`config.mk`:
```
export PLATFORM = sky130hd
export DESIGN_NAME = mem_arbiter_flat
export DESIGN_NICKNAME = d
export VERILOG_FILES = /design/src/rtl/mem_arbiter_pkg.sv /design/src/rtl/mem_arbiter_if.sv /design/src/rtl/mem_byte_shifter.sv /design/src/rtl/mem_arbiter.sv /design/src/flat_wrapper.sv
export SDC_FILE = /design/constraint.sdc
export NUM_CORES = 1
export LEC_CHECK = 0
export CORE_MARGIN = 3
export CORE_UTILIZATION = 45
export DETAILED_ROUTE_END_ITERATION = 12
export GPL_TIMING_DRIVEN = 1
export PLACE_DENSITY = 0.77
export SLEW_MARGIN = 15
export SYNTH_ARGS = -nofsm -noshare
export SYNTH_HDL_FRONTEND = slang
export SYNTH_SLANG_ARGS = --single-unit
```
`constraint.sdc`:
```
create_clock -name clk_in -period 2.9 [get_ports clk_in]
set_input_delay 0.58 -clock clk_in [delete_from_list [all_inputs] [get_ports clk_in]]
set_output_delay 0.58 -clock clk_in [all_outputs]
set_load 0.01 [all_outputs]
```
`src/rtl/mem_arbiter_pkg.sv`:
```
`default_nettype none
// ============================================================================
// Module      : mem_arbiter_pkg
// Description : Shared types and constants for the memory arbiter: FSM state
//               encoding, access size codes, grant encoding, IO address match
//               and a size-to-byte-count helper.
// Revision    : 1.0 - initial release
// ============================================================================
package mem_arbiter_pkg;

    typedef enum logic [1:0] {
        ST_IDLE  = 2'd0,
        ST_READ  = 2'd1,
        ST_WRITE = 2'd2
    } arb_state_t;

    localparam int BYTE_W = 8;

    // Data-port access size codes
    localparam logic [1:0] SIZE_1B   = 2'b00;
    localparam logic [1:0] SIZE_2B   = 2'b01;
    localparam logic [1:0] SIZE_4B   = 2'b10;

    // addr[17:16] value that selects the memory-mapped IO region
    localparam logic [1:0] IO_ADDR_MATCH = 2'b11;

    // last_grant encoding
    localparam logic GRANT_IF = 1'b0;
    localparam logic GRANT_LS = 1'b1;

    // Number of bytes moved for a data-port access; the reserved code 2'b11
    // behaves as a full word.
    function automatic logic [2:0] size_to_bytes(input logic [1:0] size);
        logic [2:0] n;
        case (size)
            SIZE_1B: n = 3'd1;
            SIZE_2B: n = 3'd2;
            SIZE_4B: n = 3'd4;
            default: n = 3'd4;
        endcase
        return n;
    endfunction

endpackage
`default_nettype wire

```
`src/rtl/mem_arbiter_if.sv`:
```
`default_nettype none
// ============================================================================
// Module      : mem_arbiter_if
// Description : Bus bundle between the arbiter, its two requesters
//               (instruction fetch and load/store) and the byte-wide RAM.
//   Instruction port : if_req, if_addr -> if_done, if_data
//   Data port        : ls_req, ls_wr, ls_addr, ls_size, ls_wdata
//                      -> ls_done, ls_rdata
//   Memory port      : mem_din, io_buffer_full -> mem_dout, mem_a, mem_wr
//   Modports         : slave  = arbiter side
//                      master = requester / memory side
// Revision    : 1.0 - initial release
// ============================================================================
interface mem_arbiter_if;

    logic        if_req;
    logic [31:0] if_addr;
    logic        if_done;
    logic [31:0] if_data;

    logic        ls_req;
    logic        ls_wr;
    logic [31:0] ls_addr;
    logic [1:0]  ls_size;
    logic [31:0] ls_wdata;
    logic        ls_done;
    logic [31:0] ls_rdata;

    logic [7:0]  mem_din;
    logic [7:0]  mem_dout;
    logic [31:0] mem_a;
    logic        mem_wr;
    logic        io_buffer_full;

    modport slave (
        input  if_req, if_addr,
        input  ls_req, ls_wr, ls_addr, ls_size, ls_wdata,
        input  mem_din, io_buffer_full,
        output if_done, if_data, ls_done, ls_rdata,
        output mem_dout, mem_a, mem_wr
    );

    modport master (
        output if_req, if_addr,
        output ls_req, ls_wr, ls_addr, ls_size, ls_wdata,
        output mem_din, io_buffer_full,
        input  if_done, if_data, ls_done, ls_rdata,
        input  mem_dout, mem_a, mem_wr
    );

endinterface
`default_nettype wire

```
`src/rtl/mem_byte_shifter.sv`:
```
`default_nettype none
// ============================================================================
// Module      : mem_byte_shifter
// Description : Purely combinational byte lane steering. Inserts a received
//               RAM byte into the read assembly word at a byte index, and
//               extracts the write byte for a byte index (little-endian).
//   i_rbuf/i_rd_idx/i_din -> o_rbuf  : read assembly
//   i_wdata/i_wr_idx      -> o_wbyte : write disassembly
// Revision    : 1.0 - initial release
// ============================================================================
module mem_byte_shifter
    import mem_arbiter_pkg::*;
(
    input  wire logic [4*BYTE_W-1:0] i_rbuf,
    input  wire logic [1:0]          i_rd_idx,
    input  wire logic [BYTE_W-1:0]   i_din,
    output logic      [4*BYTE_W-1:0] o_rbuf,
    input  wire logic [4*BYTE_W-1:0] i_wdata,
    input  wire logic [1:0]          i_wr_idx,
    output logic      [BYTE_W-1:0]   o_wbyte
);

    always_comb begin
        o_rbuf = i_rbuf;
        o_rbuf[{i_rd_idx, 3'b000} +: BYTE_W] = i_din;
    end

    assign o_wbyte = i_wdata[{i_wr_idx, 3'b000} +: BYTE_W];

endmodule
`default_nettype wire

```
`src/rtl/mem_arbiter.sv`:
```
`default_nettype none
// ============================================================================
// Module      : mem_arbiter
// Description : Arbitrates a byte-wide RAM between the instruction-fetch port
//               and the load/store port. Round-robin on ties, sequential byte
//               transfers, IO write back-pressure, flush and global pause.
//   clk_in  : system clock
//   rst_in  : asynchronous active-low reset
//   rdy_in  : global pause, all state frozen while low
//   clear   : pipeline flush (aborts reads, blocks acceptance in IDLE)
//   bus     : mem_arbiter_if.slave (requester and RAM signals)
// Revision    : 1.0 - initial release
// ============================================================================
module mem_arbiter
    import mem_arbiter_pkg::*;
(
    input  wire logic    clk_in,
    input  wire logic    rst_in,
    input  wire logic    rdy_in,
    input  wire logic    clear,
    mem_arbiter_if.slave bus
);

    arb_state_t  r_state;
    logic [2:0]  r_cnt;        // READ: cycle index; WRITE: byte index
    logic [2:0]  r_nbytes;
    logic        r_last_grant; // also identifies the port of the active access
    logic        r_io_region;
    logic        r_if_done;
    logic        r_ls_done;
    logic [31:0] r_if_data;
    logic [31:0] r_ls_rdata;
    logic [31:0] r_rbuf;
    logic [31:0] r_wdata;
    logic [31:0] r_mem_a;
    logic [7:0]  r_mem_dout;

    logic        w_grant_ls;
    logic        w_accept;
    logic        w_io_stall;
    logic        w_issue;
    logic        w_wr_last;
    logic        w_ls_wr_done;
    logic [1:0]  w_rd_idx;
    logic [1:0]  w_wr_idx;
    logic [31:0] w_rbuf_next;
    logic [7:0]  w_wr_byte;

    assign w_grant_ls = (bus.if_req && bus.ls_req) ? (r_last_grant == GRANT_IF)
                                                   : bus.ls_req;

    // A requester still holds req during its own done cycle, so acceptance
    // waits until the read-done pulse has gone to avoid servicing it twice.
    assign w_accept = (r_state == ST_IDLE) && !clear && !r_if_done && !r_ls_done
                   && (bus.if_req || bus.ls_req);

    assign w_io_stall   = (r_state == ST_WRITE) && bus.io_buffer_full && r_io_region;
    assign w_issue      = (r_state == ST_WRITE) && !w_io_stall && rdy_in;
    assign w_wr_last    = (r_cnt == r_nbytes - 3'd1);
    // Store completion coincides with the final byte actually leaving, so it
    // follows the IO stall; it is not gated by rdy_in so it extends while frozen.
    assign w_ls_wr_done = (r_state == ST_WRITE) && w_wr_last && !w_io_stall;

    // In READ, cycle index j captures byte j-1 from the RAM.
    assign w_rd_idx = r_cnt[1:0] - 2'd1;
    assign w_wr_idx = r_cnt[1:0] + 2'd1;

    mem_byte_shifter u_shifter (
        .i_rbuf   (r_rbuf),
        .i_rd_idx (w_rd_idx),
        .i_din    (bus.mem_din),
        .o_rbuf   (w_rbuf_next),
        .i_wdata  (r_wdata),
        .i_wr_idx (w_wr_idx),
        .o_wbyte  (w_wr_byte)
    );

    always_ff @(posedge clk_in or negedge rst_in) begin
        if (!rst_in) begin
            r_state      <= ST_IDLE;
            r_cnt        <= 3'd0;
            r_nbytes     <= 3'd0;
            r_last_grant <= GRANT_IF;
            r_io_region  <= 1'b0;
            r_if_done    <= 1'b0;
            r_ls_done    <= 1'b0;
            r_if_data    <= 32'd0;
            r_ls_rdata   <= 32'd0;
            r_rbuf       <= 32'd0;
            r_wdata      <= 32'd0;
            r_mem_a      <= 32'd0;
            r_mem_dout   <= 8'd0;
        end else if (rdy_in) begin
            r_if_done <= 1'b0;
            r_ls_done <= 1'b0;
            case (r_state)
                ST_IDLE: begin
                    if (w_accept) begin
                        r_last_grant <= w_grant_ls ? GRANT_LS : GRANT_IF;
                        r_cnt        <= 3'd0;
                        r_rbuf       <= 32'd0;
                        if (w_grant_ls) begin
                            r_mem_a     <= bus.ls_addr;
                            r_nbytes    <= size_to_bytes(bus.ls_size);
                            r_wdata     <= bus.ls_wdata;
                            r_mem_dout  <= bus.ls_wdata[7:0];
                            r_io_region <= (bus.ls_addr[17:16] == IO_ADDR_MATCH);
                            r_state     <= bus.ls_wr ? ST_WRITE : ST_READ;
                        end else begin
                            r_mem_a     <= bus.if_addr;
                            r_nbytes    <= 3'd4;
                            r_io_region <= 1'b0;
                            r_state     <= ST_READ;
                        end
                    end
                end
                ST_READ: begin
                    if (clear) begin
                        r_state <= ST_IDLE;
                    end else begin
                        if (r_cnt != 3'd0) begin
                            r_rbuf <= w_rbuf_next;
                        end
                        if (r_cnt + 3'd1 < r_nbytes) begin
                            r_mem_a <= r_mem_a + 32'd1;
                        end
                        if (r_cnt == r_nbytes) begin
                            r_state <= ST_IDLE;
                            if (r_last_grant == GRANT_LS) begin
                                r_ls_done  <= 1'b1;
                                r_ls_rdata <= w_rbuf_next;
                            end else begin
                                r_if_done  <= 1'b1;
                                r_if_data  <= w_rbuf_next;
                            end
                        end else begin
                            r_cnt <= r_cnt + 3'd1;
                        end
                    end
                end
                ST_WRITE: begin
                    if (!w_io_stall) begin
                        if (w_wr_last) begin
                            r_state    <= ST_IDLE;
                            r_mem_dout <= 8'd0;
                        end else begin
                            r_cnt      <= r_cnt + 3'd1;
                            r_mem_a    <= r_mem_a + 32'd1;
                            r_mem_dout <= w_wr_byte;
                        end
                    end
                end
                default: r_state <= ST_IDLE;
            endcase
        end
    end

    assign bus.if_done  = r_if_done;
    assign bus.ls_done  = r_ls_done | w_ls_wr_done;
    assign bus.if_data  = r_if_data;
    assign bus.ls_rdata = r_ls_rdata;
    assign bus.mem_a    = r_mem_a;
    assign bus.mem_wr   = w_issue;
    assign bus.mem_dout = w_issue ? r_mem_dout : 8'h00;

endmodule
`default_nettype wire

```
`src/flat_wrapper.sv`:
```
// flat-port wrapper written by rule: the top's interface ports become plain ports
module mem_arbiter_flat import mem_arbiter_pkg::*;
  (clk_in, rst_in, rdy_in, clear, bus_if_req, bus_if_addr, bus_ls_req, bus_ls_wr, bus_ls_addr, bus_ls_size, bus_ls_wdata, bus_mem_din, bus_io_buffer_full, bus_if_done, bus_if_data, bus_ls_done, bus_ls_rdata, bus_mem_dout, bus_mem_a, bus_mem_wr);
  mem_arbiter_if bus_i ();
  input  wire logic clk_in;
  input  wire logic rst_in;
  input  wire logic rdy_in;
  input  wire logic clear;
  input wire logic [$bits(bus_i.if_req)-1:0] bus_if_req;
  input wire logic [$bits(bus_i.if_addr)-1:0] bus_if_addr;
  input wire logic [$bits(bus_i.ls_req)-1:0] bus_ls_req;
  input wire logic [$bits(bus_i.ls_wr)-1:0] bus_ls_wr;
  input wire logic [$bits(bus_i.ls_addr)-1:0] bus_ls_addr;
  input wire logic [$bits(bus_i.ls_size)-1:0] bus_ls_size;
  input wire logic [$bits(bus_i.ls_wdata)-1:0] bus_ls_wdata;
  input wire logic [$bits(bus_i.mem_din)-1:0] bus_mem_din;
  input wire logic [$bits(bus_i.io_buffer_full)-1:0] bus_io_buffer_full;
  output wire logic [$bits(bus_i.if_done)-1:0] bus_if_done;
  output wire logic [$bits(bus_i.if_data)-1:0] bus_if_data;
  output wire logic [$bits(bus_i.ls_done)-1:0] bus_ls_done;
  output wire logic [$bits(bus_i.ls_rdata)-1:0] bus_ls_rdata;
  output wire logic [$bits(bus_i.mem_dout)-1:0] bus_mem_dout;
  output wire logic [$bits(bus_i.mem_a)-1:0] bus_mem_a;
  output wire logic [$bits(bus_i.mem_wr)-1:0] bus_mem_wr;
  assign bus_i.if_req = bus_if_req;
  assign bus_i.if_addr = bus_if_addr;
  assign bus_i.ls_req = bus_ls_req;
  assign bus_i.ls_wr = bus_ls_wr;
  assign bus_i.ls_addr = bus_ls_addr;
  assign bus_i.ls_size = bus_ls_size;
  assign bus_i.ls_wdata = bus_ls_wdata;
  assign bus_i.mem_din = bus_mem_din;
  assign bus_i.io_buffer_full = bus_io_buffer_full;
  assign bus_if_done = bus_i.if_done;
  assign bus_if_data = bus_i.if_data;
  assign bus_ls_done = bus_i.ls_done;
  assign bus_ls_rdata = bus_i.ls_rdata;
  assign bus_mem_dout = bus_i.mem_dout;
  assign bus_mem_a = bus_i.mem_a;
  assign bus_mem_wr = bus_i.mem_wr;
  mem_arbiter u_core (.clk_in(clk_in), .rst_in(rst_in), .rdy_in(rdy_in), .clear(clear), .bus(bus_i));
endmodule
```
[After elaboration in Yosys (flattened, before gate mapping)]
Cells that the tools add are included.
Operators by class
  bitwise logic cells: 3
  equality and inequality tests: 16
  muxes and demuxes: 45
  shift operators: 3
  add/sub/neg operators: 6
  $lt $le $gt $ge: 1
  reductions and logical operators: 31
Operators by type and width (count)
  $mux 32: 9
  $pmux 32 s3: 1
  $pmux 32 s2: 1
  $mux 8: 5
  $add 32x1->32 const B: 1
  $bwmux 32: 1
  $shift 8x7->32 const A: 1
  $shiftx 32x6->8: 1
  $shiftx 8x7->32: 1
  $reduce_and 5->1: 5
  $mux 3: 6
  $pmux 8 s2: 1
  $mux 2: 7
  $reduce_and 7->1: 2
  $logic_and 1x1->1: 11
  $mux 1: 11
  $ne 2x1->1 const B: 5
  $pmux 3 s3: 1
  $ne 2x2->1 const B: 4
  $neg 5->7: 1
  $eq 3x3->1: 2
  $pmux 2 s3: 1
  $pmux 3 s2: 1
  $reduce_bool 3->1: 2
  other kinds (16): 24
Word-level totals
  word-level logic and storage cells: 118
  register bits: 180
  input port bits: 114

[Logic depth before layout (Yosys ltp)]
Gate-level depths: netlist of the first run.
  depth after elaboration: 7
  gate-level depth with buffers: 10
  mapped depth without buffers: 9

[By module]
From an unflattened synthesis of the first run, not the netlist that was laid out.
Unflattened totals
  cell total of the unflattened synthesis: 895
  area, all modules: 9175.0 µm²
Modules (own cells, without submodules)
  mem_arbiter: instances 1, seq. area each 4504.3 µm², cells each 817, area each 8454.4 µm²
  mem_byte_shifter: instances 1, seq. area each 0.0 µm², cells each 78, area each 720.7 µm²

[Worst setup path after synthesis of the first run]
Ideal clock, no wire load.
  path type: register -> register
  from: register u_core.r_cnt[0]
  to: register u_core.r_mem_a[7], in the netlist u_core.bus.mem_a[7]
  period minus slack after synthesis: 2732 ps
  path slack: 168 ps
  arrival time: 2595 ps
  cell stages (with the launch flop): 11
  path through: dfrtp_1 ha_1 xor2_1 ha_1 a211oi_1 a21boi_0 a2111oi_4 nand2b_4 buf_6 o22ai_1 a21oi_1
Between the ends
  longest elaborated chain between the ends: 4
  elaborated cells on any way between the ends: 6
  those cells by class: add/sub (1); order compare (1); eq/ne (3); reduce/logical (1)
RTL lines
  start: declaration: RTL line mem_arbiter.sv:25  | logic [2:0] r_cnt;
  start signal: assignment: RTL line mem_arbiter.sv:137  | r_cnt <= r_cnt + 3'd1;
  start signal: assignment: RTL line mem_arbiter.sv:147  | r_cnt <= r_cnt + 3'd1;
  $add 3x1->3: RTL line mem_arbiter.sv:124  | if (r_cnt + 3'd1 < r_nbytes) begin
  $lt 3x3->1: RTL line mem_arbiter.sv:124
  $ne 2x1->1 (no line)
  $reduce_and 7->1 (no line) *
  end signal: assignment: RTL line mem_arbiter.sv:110  | r_mem_a <= bus.if_addr;
  end signal: assignment: RTL line mem_arbiter.sv:125  | r_mem_a <= r_mem_a + 32'd1;
  end signal: assignment: RTL line mem_arbiter.sv:148  | r_mem_a <= r_mem_a + 32'd1;
  end: declaration: RTL line mem_arbiter.sv:35  | logic [31:0] r_mem_a;
Mark *: on every way between the ends. The rest lies on a longest branch, timed or not.
A chain may end at the register's enable or synchronous reset.

[Worst setup path in the final report of the first run]
  from: register u_core.r_state[0]
  to: output port bus_mem_dout[7]
Between the ends
  longest elaborated chain between the ends: 7
RTL lines
  start: declaration: RTL line mem_arbiter.sv:24  | arb_state_t r_state;
  start signal: assignment: RTL line mem_arbiter.sv:108  | r_state <= bus.ls_wr ? ST_WRITE : ST_READ;
  $eq 2x2->1 *: RTL line mem_arbiter.sv:57, mem_arbiter.sv:58
  $logic_and 1x1->1 (2 in series): RTL line mem_arbiter.sv:57  | assign w_io_stall = (r_state == ST_WRITE) && bus.io_buffer_full && r_io_region;
  $logic_not 1->1: RTL line mem_arbiter.sv:58  | assign w_issue = (r_state == ST_WRITE) && !w_io_stall && rdy_in;
  $logic_and 1x1->1 * (2 in series): RTL line mem_arbiter.sv:58
  $mux 8 *: RTL line mem_arbiter.sv:164  | assign bus.mem_dout = w_issue ? r_mem_dout : 8'h00;
  end: declaration: RTL line flat_wrapper.sv:22  | output wire logic [$bits(bus_i.mem_dout)-1:0] bus_mem_dout;
Marked as above.

==> flow_summary.yaml, run 1 <==
run_status:
  status: "completed"
synth:
  syn_nets: 1084
  yosysWarnings: 0
  synth_top_area_share_pct: 49.9
  syn_area_per_cell_sq_um: 9.45
  ys_seq_area_share_pct: 49.9
  synthArstFlopShare_pct: 100
  yosysTopAreaCell: "dfrtp_1"
  synthTopCellsByArea: "dfrtp_1 50%, a21oi_1 5.4%, nor2_1 4.7%"
  syn_area_sq_mm: 0.00902
  synth_seq_cells: 180
  synth_edf_count: 0
  synth_ff_type: "dfrtp_1"
  yosysUniqueCellTypes: 55
  syn_inst: 955
floorplanning:
  num_rows: 51
  core_sq_mm: 0.0196
  io-pin-count: 221
  dieArea_sq_mm: 0.0218
  die_h_um: 148
  fp.dieW_um: 148
  initial_core_util_pct: 46.1
sta:
  skew_ns: 0.0123
  period_share_pct: 94.8
  min_period_ns: 2.75
  setup_ws_ns: 0.151
  timing.slew.headroom_pct: 53.2
  rsz0062_at_grt: "no"
  tightest_slew_ns: 0.696
  slew_violations: 0
  max_freq_mhz: 364
  hold_viol: 0
  setup_viol: 0
  setup_tns_ns: 0
detailed_routing:
  ant_nets: 0
  dr.first_iter.drc_count: 501
  routed-via-count: 7870
  wirelength_um: 24300
  wl_per_cell_um: 16.9
  first_pass_iters: 5
  drc: 0
  viasPerCell: 5.49
clock_network:
  clk_pin_slew_ns: 0.07
  cts_tree: "done"
  cts.sinks: 180
  cts-root-buf: "clkbuf_16"
  cts_max_level: 4
  clock_latency_ns: 0.43
  numCtsBuffers: 17
  cts.path.max_buffers: 2
grt:
  grt_pass1_vias: 7511
  grt-ovfl-total: 0
  grt_pass1_wl_um: 39100
  grt_use_total_pct: 22.1
  antenna_found_initial: 0
  grt_max_degree: 65
critical_path:
  path_buf_inv: 2
  setup.worst_path.end_class: "output pin"
  crit_family: "buffers and inverters"
  r2r_cells: 10
  reg2reg_setup_slack_ns: 0.22
  crit_arrival_ns: 2.17
  slowest_stage: "clkdlybuf4s50_1"
  start_kind: "flip-flop"
  cp_max_fo: 9
  crit_type: "flip-flop to output pin"
  worstPathRequired_ns: 2.32
  cp_slowest_stage_delay_ns: 0.54
  worstPathCellList: "inv_1 -> ha_2 -> and3_4 -> and2_1 -> clkdlybuf4s50_1"
  reg2reg_from: "u_core.r_cnt[1]"
  reg2reg_to: "u_core.bus.mem_a[3]"
cells_and_area:
  area_growth_pct: 34.5
  final_cells: 1434
  fin_nets: 1285
  final_area_sq_mm: 0.0121
  antenna_cells: 0
  drive_above_1_share_pct: 9.75
place:
  pre_cts_slack_ns: 0.0568
  gp_congestion: 0.876
  post_dp_cell_area_sq_mm: 0.0116
  dp_cells: 1402
  hpwl_um: 17300
  numPortBuffers: 220
pwr:
  vdd_drop_max_v: 0.000458
  p_switching_mw: 4.14
  intPower_mw: 6.87
  power_frac_seq_pct: 37.4
  power_density_mw_per_mm2: 907
  power_leakage_nw: 5.16
  share_comb_of_total_power_pct: 42.7
  clkPwrFrac_pct: 19.9
  swShare_pct: 37.6
worst_hold_path:
  hp-class: "input port to async pin"
run:
  maxCapViolCount: 0
cell families after synthesis:
kind of cell / count (synthesis) / share of synthesized area (%)
mux: 44 / 6.43
fa+ha+maj: 15 / 2.08
compound gates: 267 / 18.0
simple gates: 366 / 19.1
buf+inv: 78 / 3.80
xor+xnor: 5 / 0.652
flops: 180 / 49.9
synth_stat cells, drive strengths merged, types with 9 or more instances:
cell and number:
nand3 30, nor2b 43, and3 20, inv 13, o22ai 21, dfrtp 180
o21ai 77, nand2 105, nand4 14, a31oi 12, a21oi 98, mux2 32
ha 15, clkbuf 44, nor2 114, a22o 32, nor3 9, buf 21
and2 11
what timing repair did:
action / CTS / global route
resized for setup: 7 / 2
hold buffers: 0 / 0
pin swaps: 0 / 3
endpoints found under the setup margin: 9 / 33
gates cloned: 0 / 0
buffers inserted: 0 / 0
power groups by stage:
| stage | clock network, mW | registers [mW] | logic, mW |
|---|---|---|---|
| after global routing | 2.35 | 4.25 | 5.14 |
| after floorplan | 0 | 4.16 | 2.61 |
| after detailed placement | 0 | 4.14 | 4.72 |
| after global placement | 0 | 4.10 | 4.59 |
| after CTS | 2.24 | 4.10 | 4.74 |
| final | 2.20 | 4.11 | 4.70 |
registers in the layout, indices dropped and copies added, names as in the netlist:
register             cells
u_core.r_nbytes          3
u_core.bus.if_data      32
u_core.r_rbuf           32
u_core.bus.ls_rdata     32
u_core.r_cnt             3
u_core.bus.if_done       1
u_core.r_io_region       1
u_core.r_mem_dout        8
u_core.bus.mem_a        32
u_core.r_last_grant      1
u_core.r_ls_done         1
u_core.r_wdata          32
u_core.r_state           2
through the flow:
step / util [%] / hold WS (ns) / power (mW)
after global routing: 62.0 / 0.109 / 11.7
final: 62.0 / 0.0964 / 11.0
after floorplan: - / 0.284 / 6.77
after CTS: 61.9 / 0.0927 / 11.1
after detailed placement: 59.0 / 0.469 / 8.85
after global placement: 59.0 / 0.460 / 8.68
layer usage:
metal / global-route usage, % / wire [um]
met1: 29.8 / 10700
met2: 36.8 / 11900
met3: 5.00 / 1450
met4: 5.08 / 277
met5: 0 / 0
how the worst max path moves through the flow:
stage,endpoint,start,cells past startpoint
floorplan,u_core.bus.mem_a[7],u_core.r_cnt[0],10
global placement,bus_ls_done,u_core.r_nbytes[1],6
detailed placement,bus_ls_done,u_core.r_nbytes[1],6
CTS,bus_ls_done,u_core.r_nbytes[1],6
global route,u_core.bus.mem_a[13],u_core.r_cnt[1],10
finish,bus_mem_dout[7],u_core.r_state[0],5
cell type report:
| class | count | area [sq um] |
|---|---|---|
| clock buffers | 19 | 443 |
| clock inverters | 13 | 120 |
| fillers | 1693 | 7450 |
| inverters | 13 | 48.8 |
| multi-input cells | 697 | 4200 |
| flip-flops and latches | 180 | 4500 |
| well taps | 265 | 332 |
| repair buffers | 247 | 2490 |
cells in the final DEF, fill, tap and decap left out, types with 19 or more instances in the layout:
cell	Yosys	final
nor2_1	114	113
a22o_1	32	32
and3_1	20	19
o22ai_1	21	21
nand3_1	30	30
a21oi_1	98	98
dfrtp_1	180	180
o21ai_0	76	75
clkdlybuf4s50_1	0	218
mux2_2	32	32
nand2_1	105	105
buf_4	0	20
nor2b_1	43	43
Power figures use the tool's default switching activity.
==> run 2, diff against run 1 <==
--- a/config.mk
+++ b/config.mk
@@ -14,3 +14,4 @@
 export SYNTH_ARGS = -nofsm -noshare
 export SYNTH_HDL_FRONTEND = slang
 export SYNTH_SLANG_ARGS = --single-unit
+export TNS_END_PERCENT = 5
==> results of run 2 <==
Final layout, timing and power as in run 1 (identical DEF).
==> run 3, diff against run 2 <==
--- a/config.mk
+++ b/config.mk
@@ -7,6 +7,7 @@
 export LEC_CHECK = 0
 export CORE_MARGIN = 3
 export CORE_UTILIZATION = 45
+export CTS_CLUSTER_DIAMETER = 120
 export DETAILED_ROUTE_END_ITERATION = 12
 export GPL_TIMING_DRIVEN = 1
 export PLACE_DENSITY = 0.77
==> results of run 3 <==
Final layout, timing and power as in run 1 (identical DEF).
